### config.mk
export PLATFORM = sky130hd
export DESIGN_NAME = mc_control_flat
export DESIGN_NICKNAME = d
export VERILOG_FILES = /design/src/rtl/mc_defs.sv /design/src/rtl/mc_control_if.sv /design/src/rtl/mc_decode.sv /design/src/rtl/mc_control.sv /design/src/flat_wrapper.sv
export SDC_FILE = /design/constraint.sdc
export NUM_CORES = 1
export LEC_CHECK = 0
export ABC_CLOCK_PERIOD_IN_PS = 4290
export BUFFER_PORTS_ARGS = -buffer_cell sky130_fd_sc_hd__buf_4
export CAP_MARGIN = 20
export CORE_MARGIN = 2
export CORE_UTILIZATION = 41
export DETAILED_ROUTE_END_ITERATION = 16
export GPL_TIMING_DRIVEN = 0
export PLACE_DENSITY = 0.76
export REMOVE_ABC_BUFFERS = 1
export SLEW_MARGIN = 20
export SYNTH_ARGS = -nofsm -noshare
export SYNTH_HDL_FRONTEND = slang
export SYNTH_SLANG_ARGS = --single-unit
### constraint.sdc
create_clock -name clk -period 4.29 [get_ports clk]
set_clock_uncertainty 0.2 [all_clocks]
set_input_delay 0.429 -clock clk [delete_from_list [all_inputs] [get_ports clk]]
set_output_delay 0.429 -clock clk [all_outputs]
set_load 0.05 [all_outputs]
### src/rtl/mc_defs.sv
// rtl/mc_defs.sv - shared state, opcode and control-select encodings for the controller and datapath muxes
package mc_defs;

  typedef enum logic [2:0] {
    ST_FETCH  = 3'd0,
    ST_DECODE = 3'd1,
    ST_EXEC   = 3'd2,
    ST_MEM    = 3'd3,
    ST_WB     = 3'd4,
    ST_ERROR  = 3'd5
  } state_t;

  typedef enum logic [3:0] {
    IC_NOP, IC_ADDU, IC_SUBU, IC_JR, IC_ORI, IC_LUI,
    IC_LW, IC_SW, IC_BEQ, IC_J, IC_JAL
  } iclass_t;

  localparam logic [5:0] OP_RTYPE = 6'h00;
  localparam logic [5:0] OP_J     = 6'h02;
  localparam logic [5:0] OP_JAL   = 6'h03;
  localparam logic [5:0] OP_BEQ   = 6'h04;
  localparam logic [5:0] OP_ORI   = 6'h0D;
  localparam logic [5:0] OP_LUI   = 6'h0F;
  localparam logic [5:0] OP_LW    = 6'h23;
  localparam logic [5:0] OP_SW    = 6'h2B;

  localparam logic [5:0] FN_SLL  = 6'h00;
  localparam logic [5:0] FN_JR   = 6'h08;
  localparam logic [5:0] FN_ADDU = 6'h21;
  localparam logic [5:0] FN_SUBU = 6'h23;

  // Widths of the ALU and jump-mode fields are parameters of the controller, so these stay untyped ints.
  localparam int ALU_ADD = 0;
  localparam int ALU_SUB = 1;
  localparam int ALU_OR  = 2;
  localparam int ALU_LUI = 3;

  localparam int JM_PC4    = 0;
  localparam int JM_BRANCH = 1;
  localparam int JM_JUMP   = 2;
  localparam int JM_JR     = 3;

  localparam logic [2:0] EXT_ZERO    = 3'd0;
  localparam logic [2:0] EXT_SIGN    = 3'd1;
  localparam logic [2:0] EXT_UPPER16 = 3'd2;

  localparam logic [1:0] WA_RT = 2'd0;
  localparam logic [1:0] WA_RD = 2'd1;
  localparam logic [1:0] WA_RA = 2'd2;

  localparam logic [1:0] WD_ALU = 2'd0;
  localparam logic [1:0] WD_MDR = 2'd1;
  localparam logic [1:0] WD_PC4 = 2'd2;

  function automatic logic is_mem_op(input iclass_t c);
    return (c == IC_LW) || (c == IC_SW);
  endfunction

endpackage

### src/rtl/mc_control_if.sv
// rtl/mc_control_if.sv - memory request/ready handshake between the controller and memory
interface mc_control_if;
  logic mem_req;
  logic mem_we;
  logic mem_ready;

  modport master (output mem_req, output mem_we, input mem_ready);
  modport slave  (input mem_req, input mem_we, output mem_ready);
endinterface

### src/rtl/mc_decode.sv
// rtl/mc_decode.sv - combinational instruction word to instruction class plus legality flag
import mc_defs::*;

module mc_decode (
  input  logic [31:0] instr,
  output iclass_t     iclass,
  output logic        legal
);

  always_comb begin
    iclass = IC_NOP;
    legal  = 1'b1;
    case (instr[31:26])
      OP_RTYPE: begin
        case (instr[5:0])
          FN_ADDU: iclass = IC_ADDU;
          FN_SUBU: iclass = IC_SUBU;
          FN_JR:   iclass = IC_JR;
          FN_SLL: begin
            iclass = IC_NOP;
            legal  = (instr[25:6] == 20'h0);
          end
          default: legal = 1'b0;
        endcase
      end
      OP_J:    iclass = IC_J;
      OP_JAL:  iclass = IC_JAL;
      OP_BEQ:  iclass = IC_BEQ;
      OP_ORI:  iclass = IC_ORI;
      OP_LUI:  iclass = IC_LUI;
      OP_LW:   iclass = IC_LW;
      OP_SW:   iclass = IC_SW;
      default: legal  = 1'b0;
    endcase
  end

endmodule

### src/rtl/mc_control.sv
// rtl/mc_control.sv - multi-cycle FETCH/DECODE/EXEC/MEM/WB sequencer with memory timeout
// Optional MC_CONTROL_PERF_EN adds perf_cycles/perf_retired counters.
import mc_defs::*;

module mc_control #(
  parameter int MEM_TIMEOUT = 16,
  parameter int ALU_OP_W    = 5,
  parameter int JMODE_W     = 3
) (
  input  logic                clk,
  input  logic                reset,
  input  logic [31:0]         instr,
  input  logic                alu_zero,
  mc_control_if.master        mem,
  output logic                cw_ir_enable,
  output logic                cw_pc_enable,
  output logic [JMODE_W-1:0]  cw_npc_jump_mode,
  output logic                cw_rf_write_enable,
  output logic [1:0]          cm_rf_write_addr,
  output logic [1:0]          cm_rf_write_data,
  output logic                cm_alu_num2,
  output logic [ALU_OP_W-1:0] cw_alu_op,
  output logic [2:0]          cw_ext_mode,
  output logic [2:0]          state,
  output logic                halted
`ifdef MC_CONTROL_PERF_EN
  ,
  output logic [31:0]         perf_cycles,
  output logic [31:0]         perf_retired
`endif
);

  localparam int CNT_W = (MEM_TIMEOUT > 1) ? $clog2(MEM_TIMEOUT) : 1;

  state_t     state_q, state_next;
  logic       run_q;
  logic [CNT_W-1:0] wait_cnt;
  iclass_t    iclass;
  logic       legal;
  logic       stall;
  logic       timeout_hit;

  mc_decode u_decode (
    .instr  (instr),
    .iclass (iclass),
    .legal  (legal)
  );

  assign state       = state_q;
  assign stall       = mem.mem_req && !mem.mem_ready;
  assign timeout_hit = (MEM_TIMEOUT != 0) && stall && (32'(wait_cnt) == 32'(MEM_TIMEOUT - 1));

  // run_q keeps FETCH from requesting in the first cycle after reset.
  always_ff @(posedge clk) begin
    if (reset) begin
      state_q  <= ST_FETCH;
      run_q    <= 1'b0;
      wait_cnt <= '0;
    end else begin
      state_q  <= state_next;
      run_q    <= 1'b1;
      wait_cnt <= (MEM_TIMEOUT != 0 && stall && state_next == state_q) ? wait_cnt + 1'b1 : '0;
    end
  end

  always_comb begin
    state_next = state_q;
    case (state_q)
      ST_FETCH: begin
        if (run_q) begin
          if (mem.mem_ready)    state_next = ST_DECODE;
          else if (timeout_hit) state_next = ST_ERROR;
        end
      end
      ST_DECODE: begin
        if (!legal)                state_next = ST_ERROR;
        else if (iclass == IC_J)   state_next = ST_FETCH;
        else if (iclass == IC_JAL) state_next = ST_WB;
        else                       state_next = ST_EXEC;
      end
      ST_EXEC: begin
        if (is_mem_op(iclass))                        state_next = ST_MEM;
        else if (iclass == IC_BEQ || iclass == IC_JR) state_next = ST_FETCH;
        else                                          state_next = ST_WB;
      end
      ST_MEM: begin
        if (mem.mem_ready)    state_next = (iclass == IC_SW) ? ST_FETCH : ST_WB;
        else if (timeout_hit) state_next = ST_ERROR;
      end
      ST_WB:    state_next = ST_FETCH;
      default:  state_next = ST_ERROR;
    endcase
  end

  always_comb begin
    mem.mem_req        = 1'b0;
    mem.mem_we         = 1'b0;
    cw_ir_enable       = 1'b0;
    cw_pc_enable       = 1'b0;
    cw_npc_jump_mode   = JMODE_W'(JM_PC4);
    cw_rf_write_enable = 1'b0;
    cm_rf_write_addr   = WA_RT;
    cm_rf_write_data   = WD_ALU;
    cm_alu_num2        = 1'b0;
    cw_alu_op          = ALU_OP_W'(ALU_ADD);
    cw_ext_mode        = EXT_ZERO;
    halted             = 1'b0;
    case (state_q)
      ST_FETCH: begin
        if (run_q) begin
          mem.mem_req  = 1'b1;
          cw_ir_enable = mem.mem_ready;
        end
      end
      ST_DECODE: begin
        if (legal && iclass == IC_J) begin
          cw_pc_enable     = 1'b1;
          cw_npc_jump_mode = JMODE_W'(JM_JUMP);
        end
      end
      ST_EXEC: begin
        case (iclass)
          IC_SUBU: cw_alu_op = ALU_OP_W'(ALU_SUB);
          IC_ORI: begin
            cw_alu_op   = ALU_OP_W'(ALU_OR);
            cw_ext_mode = EXT_ZERO;
            cm_alu_num2 = 1'b1;
          end
          IC_LUI: begin
            cw_alu_op   = ALU_OP_W'(ALU_LUI);
            cw_ext_mode = EXT_UPPER16;
            cm_alu_num2 = 1'b1;
          end
          IC_LW, IC_SW: begin
            cw_alu_op   = ALU_OP_W'(ALU_ADD);
            cw_ext_mode = EXT_SIGN;
            cm_alu_num2 = 1'b1;
          end
          IC_BEQ: begin
            cw_alu_op        = ALU_OP_W'(ALU_SUB);
            cw_pc_enable     = 1'b1;
            cw_npc_jump_mode = alu_zero ? JMODE_W'(JM_BRANCH) : JMODE_W'(JM_PC4);
          end
          IC_JR: begin
            cw_pc_enable     = 1'b1;
            cw_npc_jump_mode = JMODE_W'(JM_JR);
          end
          default: cw_alu_op = ALU_OP_W'(ALU_ADD);
        endcase
      end
      ST_MEM: begin
        mem.mem_req  = 1'b1;
        mem.mem_we   = (iclass == IC_SW);
        cw_pc_enable = (iclass == IC_SW) && mem.mem_ready;
      end
      ST_WB: begin
        cw_pc_enable       = 1'b1;
        cw_rf_write_enable = (iclass != IC_NOP);
        case (iclass)
          IC_ORI, IC_LUI: begin
            cm_rf_write_addr = WA_RT;
            cm_rf_write_data = WD_ALU;
          end
          IC_LW: begin
            cm_rf_write_addr = WA_RT;
            cm_rf_write_data = WD_MDR;
          end
          IC_JAL: begin
            cm_rf_write_addr = WA_RA;
            cm_rf_write_data = WD_PC4;
            cw_npc_jump_mode = JMODE_W'(JM_JUMP);
          end
          default: begin
            cm_rf_write_addr = WA_RD;
            cm_rf_write_data = WD_ALU;
          end
        endcase
      end
      default: halted = 1'b1;
    endcase
  end

`ifdef MC_CONTROL_PERF_EN
  always_ff @(posedge clk) begin
    if (reset) begin
      perf_cycles  <= 32'd0;
      perf_retired <= 32'd0;
    end else begin
      if (state_q != ST_ERROR) perf_cycles  <= perf_cycles + 32'd1;
      if (cw_pc_enable)        perf_retired <= perf_retired + 32'd1;
    end
  end
`endif

endmodule
### src/flat_wrapper.sv
// flat-port wrapper written by rule: the top's interface ports become plain ports
module mc_control_flat 
#(
  parameter int MEM_TIMEOUT = 16,
  parameter int ALU_OP_W    = 5,
  parameter int JMODE_W     = 3
)
  (clk, reset, instr, alu_zero, cw_ir_enable, cw_pc_enable, cw_npc_jump_mode, cw_rf_write_enable, cm_rf_write_addr, cm_rf_write_data, cm_alu_num2, cw_alu_op, cw_ext_mode, state, halted, mem_mem_req, mem_mem_we, mem_mem_ready);
  mc_control_if mem_i ();
  input  logic clk;
  input  logic reset;
  input  logic [31:0] instr;
  input  logic alu_zero;
  output logic cw_ir_enable;
  output logic cw_pc_enable;
  output logic [JMODE_W-1:0] cw_npc_jump_mode;
  output logic cw_rf_write_enable;
  output logic [1:0] cm_rf_write_addr;
  output logic [1:0] cm_rf_write_data;
  output logic cm_alu_num2;
  output logic [ALU_OP_W-1:0] cw_alu_op;
  output logic [2:0] cw_ext_mode;
  output logic [2:0] state;
  output logic halted;
  output wire logic [$bits(mem_i.mem_req)-1:0] mem_mem_req;
  output wire logic [$bits(mem_i.mem_we)-1:0] mem_mem_we;
  input wire logic [$bits(mem_i.mem_ready)-1:0] mem_mem_ready;
  assign mem_mem_req = mem_i.mem_req;
  assign mem_mem_we = mem_i.mem_we;
  assign mem_i.mem_ready = mem_mem_ready;
  mc_control #(.MEM_TIMEOUT(MEM_TIMEOUT), .ALU_OP_W(ALU_OP_W), .JMODE_W(JMODE_W)) u_core (.clk(clk), .reset(reset), .instr(instr), .alu_zero(alu_zero), .mem(mem_i), .cw_ir_enable(cw_ir_enable), .cw_pc_enable(cw_pc_enable), .cw_npc_jump_mode(cw_npc_jump_mode), .cw_rf_write_enable(cw_rf_write_enable), .cm_rf_write_addr(cm_rf_write_addr), .cm_rf_write_data(cm_rf_write_data), .cm_alu_num2(cm_alu_num2), .cw_alu_op(cw_alu_op), .cw_ext_mode(cw_ext_mode), .state(state), .halted(halted));
endmodule
==> results of run 1 <==
-- flip-flops by register name, summed over array words and instances (netlist names) --
register	count
u_core.wait_cnt	4
u_core.run_q	1
u_core.state	3
-- per-stage QoR --
| step | hold WS, ps | setup slack, ps |
|---|---|---|
| 2_1_floorplan | 218 | 316 |
| 3_3_place_gp | 229 | 1650 |
| 3_5_place_dp | 246 | 1630 |
| 4_1_cts | 156 | 1620 |
| 5_1_grt | 157 | 1380 |
| 6_report | 168 | 1600 |
-- layer usage --
metal / GRT usage, % / wire length, µm
met1: 27.9 / 1340
met2: 37.3 / 1450
met4: 6.25 / 0
met5: 0 / 0
met3: 4.10 / 198
-- worst max-delay path: stages --
cell and delay, ps:
buf_4 150, nor3_2 350, o2111ai_1 230, nor2_1 250, o21ai_0 110, a211oi_1 300
buf_4 250
-- path summary, 6_finish.rpt --
kind                      startpoint             endpoint  slack [ps]  cells after the start
hold reg to reg   u_core.wait_cnt[0]   u_core.wait_cnt[0]         250                      1
setup reg to reg     u_core.state[1]      u_core.state[2]        2270                      4
hold / removal                 reset         u_core.run_q         170                      2
setup / recovery           instr[26]  cm_rf_write_addr[0]        1600                      7
-- report_power, final --
part / switching, W / internal (W)
sequential: 0.0000124 / 0.0000791
combinational: 0.0000907 / 0.0000603
clock: 0.0000250 / 0.0000320
-- cell usage in the layout, fill, tap and decap left out, types with 2 or more instances in the layout --
master / n
nor3_1: 6
nand2b_1: 4
and4b_1: 2
nand3_1: 5
buf_4: 55
nand2_1: 8
inv_1: 5
a31oi_1: 4
nor3b_1: 2
dfxtp_1: 8
a21oi_1: 7
nand4_1: 2
o2111ai_1: 2
nor4_1: 6
and2_1: 2
nand3b_1: 4
or3_1: 3
a211oi_1: 2
conb_1: 5
clkbuf_4: 3
nor2b_1: 6
o21ai_0: 8
o211ai_1: 2
nor2_1: 17
and3_1: 4
-- cell families after synthesis --
family,Yosys count,synth area share (%)
flops,8,15.1
buf+inv,15,8.16
simple gates,85,49.4
other cells,1,0.354
fa+ha+maj,1,1.18
compound gates,37,24.1
xor+xnor,2,1.66
-- final cells by class --
class / instances / area (µm²)
tap: 30 / 37.5
clock buffer: 3 / 22.5
inverter: 5 / 18.8
sequential: 8 / 160
fill: 232 / 976
multi-input combinational: 130 / 827
timing repair buffer: 55 / 413
==> results.toml, run 1 <==
[status]
status = "finished clean"

[worst_setup_path]
critPathRequiredTime_ps = 3660
path_class = "in -> out"
arrival_ps = 2060
critPathLaunchType = "input pin"
cp_max_fo = 10
end_kind = "output pin"

[final_layout]
antennaDiodeCount = 0
fin_cells = 231
fin_nets = 240
finish.utilization_pct = 60.2
postLayoutCellArea_mm2 = 0.00148
drive_above_1_share_pct = 32.8
area_growth_pct = 39.7

[yosys]
yosysWarningCount = 0
synth-main-ff-cell = "dfxtp_1"
synth_cells = 149
yosysSeqAreaShare_pct = 15.1
synth_enable_flop_cells = 0
synth_most_common_cell = "nor2_1"
synth_top_area_share_pct = 15.1
ys_ff_latch = 8
synth_cell_types = 56
yosysTopAreaCell = "dfxtp_1"
synthTopCellsByCount = "17 x nor2_1, 8 x dfxtp_1, 8 x nand2_1, 8 x o21ai_0, 7 x a21oi_1"
avgSynthCellArea_um2 = 7.10
async_flop_share_pct = 0
synth_area_leaders = "dfxtp_1 15%, nor2_1 6.0%, o21ai_0 3.8%"
mappedNetlistArea_mm2 = 0.00106

[clock_network]
cts-hold-fix-buffers = 0
cts_tree = "yes"
cts_buffers = 3
cts_sinks = 8
insertion_delay_ps = 250
cts_setup_buffers = 0
root_buffer = "clkbuf_4"
path_clk_slew_ps = 50
htreeDepth = 1
cts_buffer_depth = 2
ctsResizeCount = 0

[global_routing]
grt_pass1_wl_um = 4850
grt_usage_pct = 21.9
antenna_found_initial = 0
grt-ovfl-total = 0
grt_pass1_vias = 1170
grt_max_degree = 16

[die]
die_area_mm2 = 0.00300
initial_core_util_pct = 43.1
die_w_um = 54.8
die_h_um = 54.8
placementRows = 18
core-area_mm2 = 0.00245
io_pins = 61

[job]
maxCapViolCount = 0

[detailed_routing]
ant_nets = 0
routedWlPerCell_um = 12.9
drcViolationCount = 0
totalWireLength_um = 2990
viasPerCell = 5.65
drtIter0Drc = 28
num_vias = 1305
drt-pass1-iter-count = 4

[placement]
gp_congestion = 0.769
dp.cells = 228
hpwl_um = 2440
portBuffers = 55
place_area_mm2 = 0.00146

[power_and_ir_drop]
p_per_area_mw_per_mm2 = 202
p_leak_nw = 0.638
fin_total_pwr_w = 0.000299
peakVddDrop_v = 0.000190

[timing]
tns_ps = 0
hold_violations = 0
fin_crit_sh_pct = 62.8
drv_slew = 0
period_minus_slack_ps = 2690
setup_viol = 0
rsz0062_at_grt = "false"
max_freq_ghz = 0.371

[worst_hold_path]
min_path_type = "in -> reg"
No activity file was read; power rests on OpenSTA's default activity.
==> inputs of run 2 (changes only) <==
--- a/config.mk
+++ b/config.mk
@@ -5,14 +5,14 @@
 export SDC_FILE = /design/constraint.sdc
 export NUM_CORES = 1
 export LEC_CHECK = 0
-export ABC_CLOCK_PERIOD_IN_PS = 4290
+export ABC_CLOCK_PERIOD_IN_PS = 2200
 export BUFFER_PORTS_ARGS = -buffer_cell sky130_fd_sc_hd__buf_4
 export CAP_MARGIN = 20
 export CORE_MARGIN = 2
-export CORE_UTILIZATION = 41
+export CORE_UTILIZATION = 40
 export DETAILED_ROUTE_END_ITERATION = 16
 export GPL_TIMING_DRIVEN = 0
-export PLACE_DENSITY = 0.76
+export PLACE_DENSITY = 0.77
 export REMOVE_ABC_BUFFERS = 1
 export SLEW_MARGIN = 20
 export SYNTH_ARGS = -nofsm -noshare
==> constraint.sdc (replaced) <==
create_clock -name clk -period 2.2 [get_ports clk]
set_clock_uncertainty 0.2 [all_clocks]
set_input_delay 0.22 -clock clk [delete_from_list [all_inputs] [get_ports clk]]
set_output_delay 0.22 -clock clk [all_outputs]
set_load 0.05 [all_outputs]
==> results.toml, run 2 (synthesis results as in run 1) <==
[status]
status = "finished clean"

[global_routing]
antenna_found_initial = 0
grt-ovfl-total = 0
grt_max_degree = 16
grt_pass1_vias = 1200
grt_usage_pct = 20.6
grt_pass1_wl_um = 5180

[final_layout]
final_common_cell = "buf_4"
fill_cells = 233
multi_input_area_um2 = 887
area_growth_pct = 48.3
fin_nets = 243
drive_above_1_share_pct = 39.2
largest_register = "u_core.wait_cnt"
seqCellArea_um2 = 166
largest_reg_flops = 4
antennaDiodeCount = 0
fin_cells = 234
most-common-layout-cells = "57 x buf_4, 16 x nor2_1, 8 x nand2_1, 7 x o21ai_0"

[clock_network]
cts_sinks = 8
insertion_delay_ps = 250
cts_buffer_depth = 2
htreeDepth = 1
cts_buffers = 3
root_buffer = "clkbuf_4"
cts_tree = "yes"
path_clk_slew_ps = 50

[timing]
tns_ps = 0
max_freq_ghz = 0.467
period_minus_slack_ps = 2140
hold_violations = 0
drv_slew = 0
setup_viol = 0
fin_ws_ps = 58.7
rsz0062_at_grt = "true"
fin_crit_sh_pct = 97.3
whs_ps = 198

[die]
die_h_um = 55.4
die_w_um = 55.4
io_pins = 61
initial_core_util_pct = 42.3
placementRows = 18
die_area_mm2 = 0.00307
core-area_mm2 = 0.00250

[placement]
dp_slack_ps = -13.6
dp.cells = 228
hpwl_um = 2540
portBuffers = 55
gp_congestion = 0.778

[worst_setup_path]
cp_max_fo = 5
critPathLaunchType = "input pin"
critPathRequiredTime_ps = 1780
end_kind = "output pin"
r2r_slack_ps = 290
path_class = "in -> out"
arrival_ps = 1720

[detailed_routing]
num_vias = 1377
drtIter0Drc = 49
ant_nets = 0
totalWireLength_um = 3410
drcViolationCount = 0
routedWlPerCell_um = 14.6
drt-pass1-iter-count = 4
viasPerCell = 5.88

[power_and_ir_drop]
peakVddDrop_v = 0.000264
p_leak_nw = 0.660
power_frac_comb_pct = 51.5
p_seq_share_pct = 29.9
power_switching_w = 0.000263
power_frac_clock_pct = 18.6
p_sw_share_pct = 43.6
internal-power_w = 0.000340
p_per_area_mw_per_mm2 = 384

[job]
maxCapViolCount = 0

[worst_hold_path]
min_path_type = "in -> reg"
-- run 2: per-stage QoR --
step	power [W]	instance area, µm²	utilization (%)
after global placement	0.000468	1460	58.3
after CTS	0.000588	1500	60.1
after global routing	0.000636	1570	62.8
after detailed placement	0.000474	1460	58.3
after floorplan	0.000355	1010	-
final	0.000602	1570	62.8
-- run 2: power by group through the flow --
stage | clock, W | sequential [W] | combinational, W
2_1_floorplan | 0 | 0.000198 | 0.000157
3_3_place_gp | 0 | 0.000179 | 0.000289
3_5_place_dp | 0 | 0.000180 | 0.000295
4_1_cts | 0.000113 | 0.000176 | 0.000299
5_1_grt | 0.000123 | 0.000182 | 0.000331
6_report | 0.000112 | 0.000180 | 0.000310
-- run 2: what timing repair did --
item | CTS | global route
endpoints found under the setup margin | 5 | 6
hold endpoints to repair | 3 | 0
gates resized for setup | 4 | 14
pin swaps | 0 | 8
hold buffers | 1 | 0
buffers inserted | 0 | 2
-- run 2: path summary, 6_finish.rpt --
| check | depth (start not counted) | end | start |
|---|---|---|---|
| max reg2reg | 5 | u_core.state[2] | u_core.state[0] |
| min reg2reg | 1 | u_core.wait_cnt[0] | u_core.wait_cnt[0] |
| min | 4 | u_core.wait_cnt[1] | mem_mem_ready |
| max | 7 | cm_rf_write_addr[0] | instr[5] |
-- run 2: area by class of cell --
type                    instances  area share, %
multi-input cells             130           56.5
clock buffers                   3           1.43
well taps                      30           2.39
repair buffers                 58           27.9
flip-flops and latches          8           10.6
inverters                       5           1.20
-- run 2: worst max-delay path, cell delays in order --
cell and delay [ps]:
buf_4 130, nor4b_4 400, o2111ai_2 200, nor2_2 210
o21ai_1 70, a211oi_1 250, buf_4 240
-- run 2: metal layers --
metal  GRT usage, %  wire length, µm
met5              0                0
met4           5.23               58
met3           3.28              262
met2           36.7             1740
met1           25.5             1350
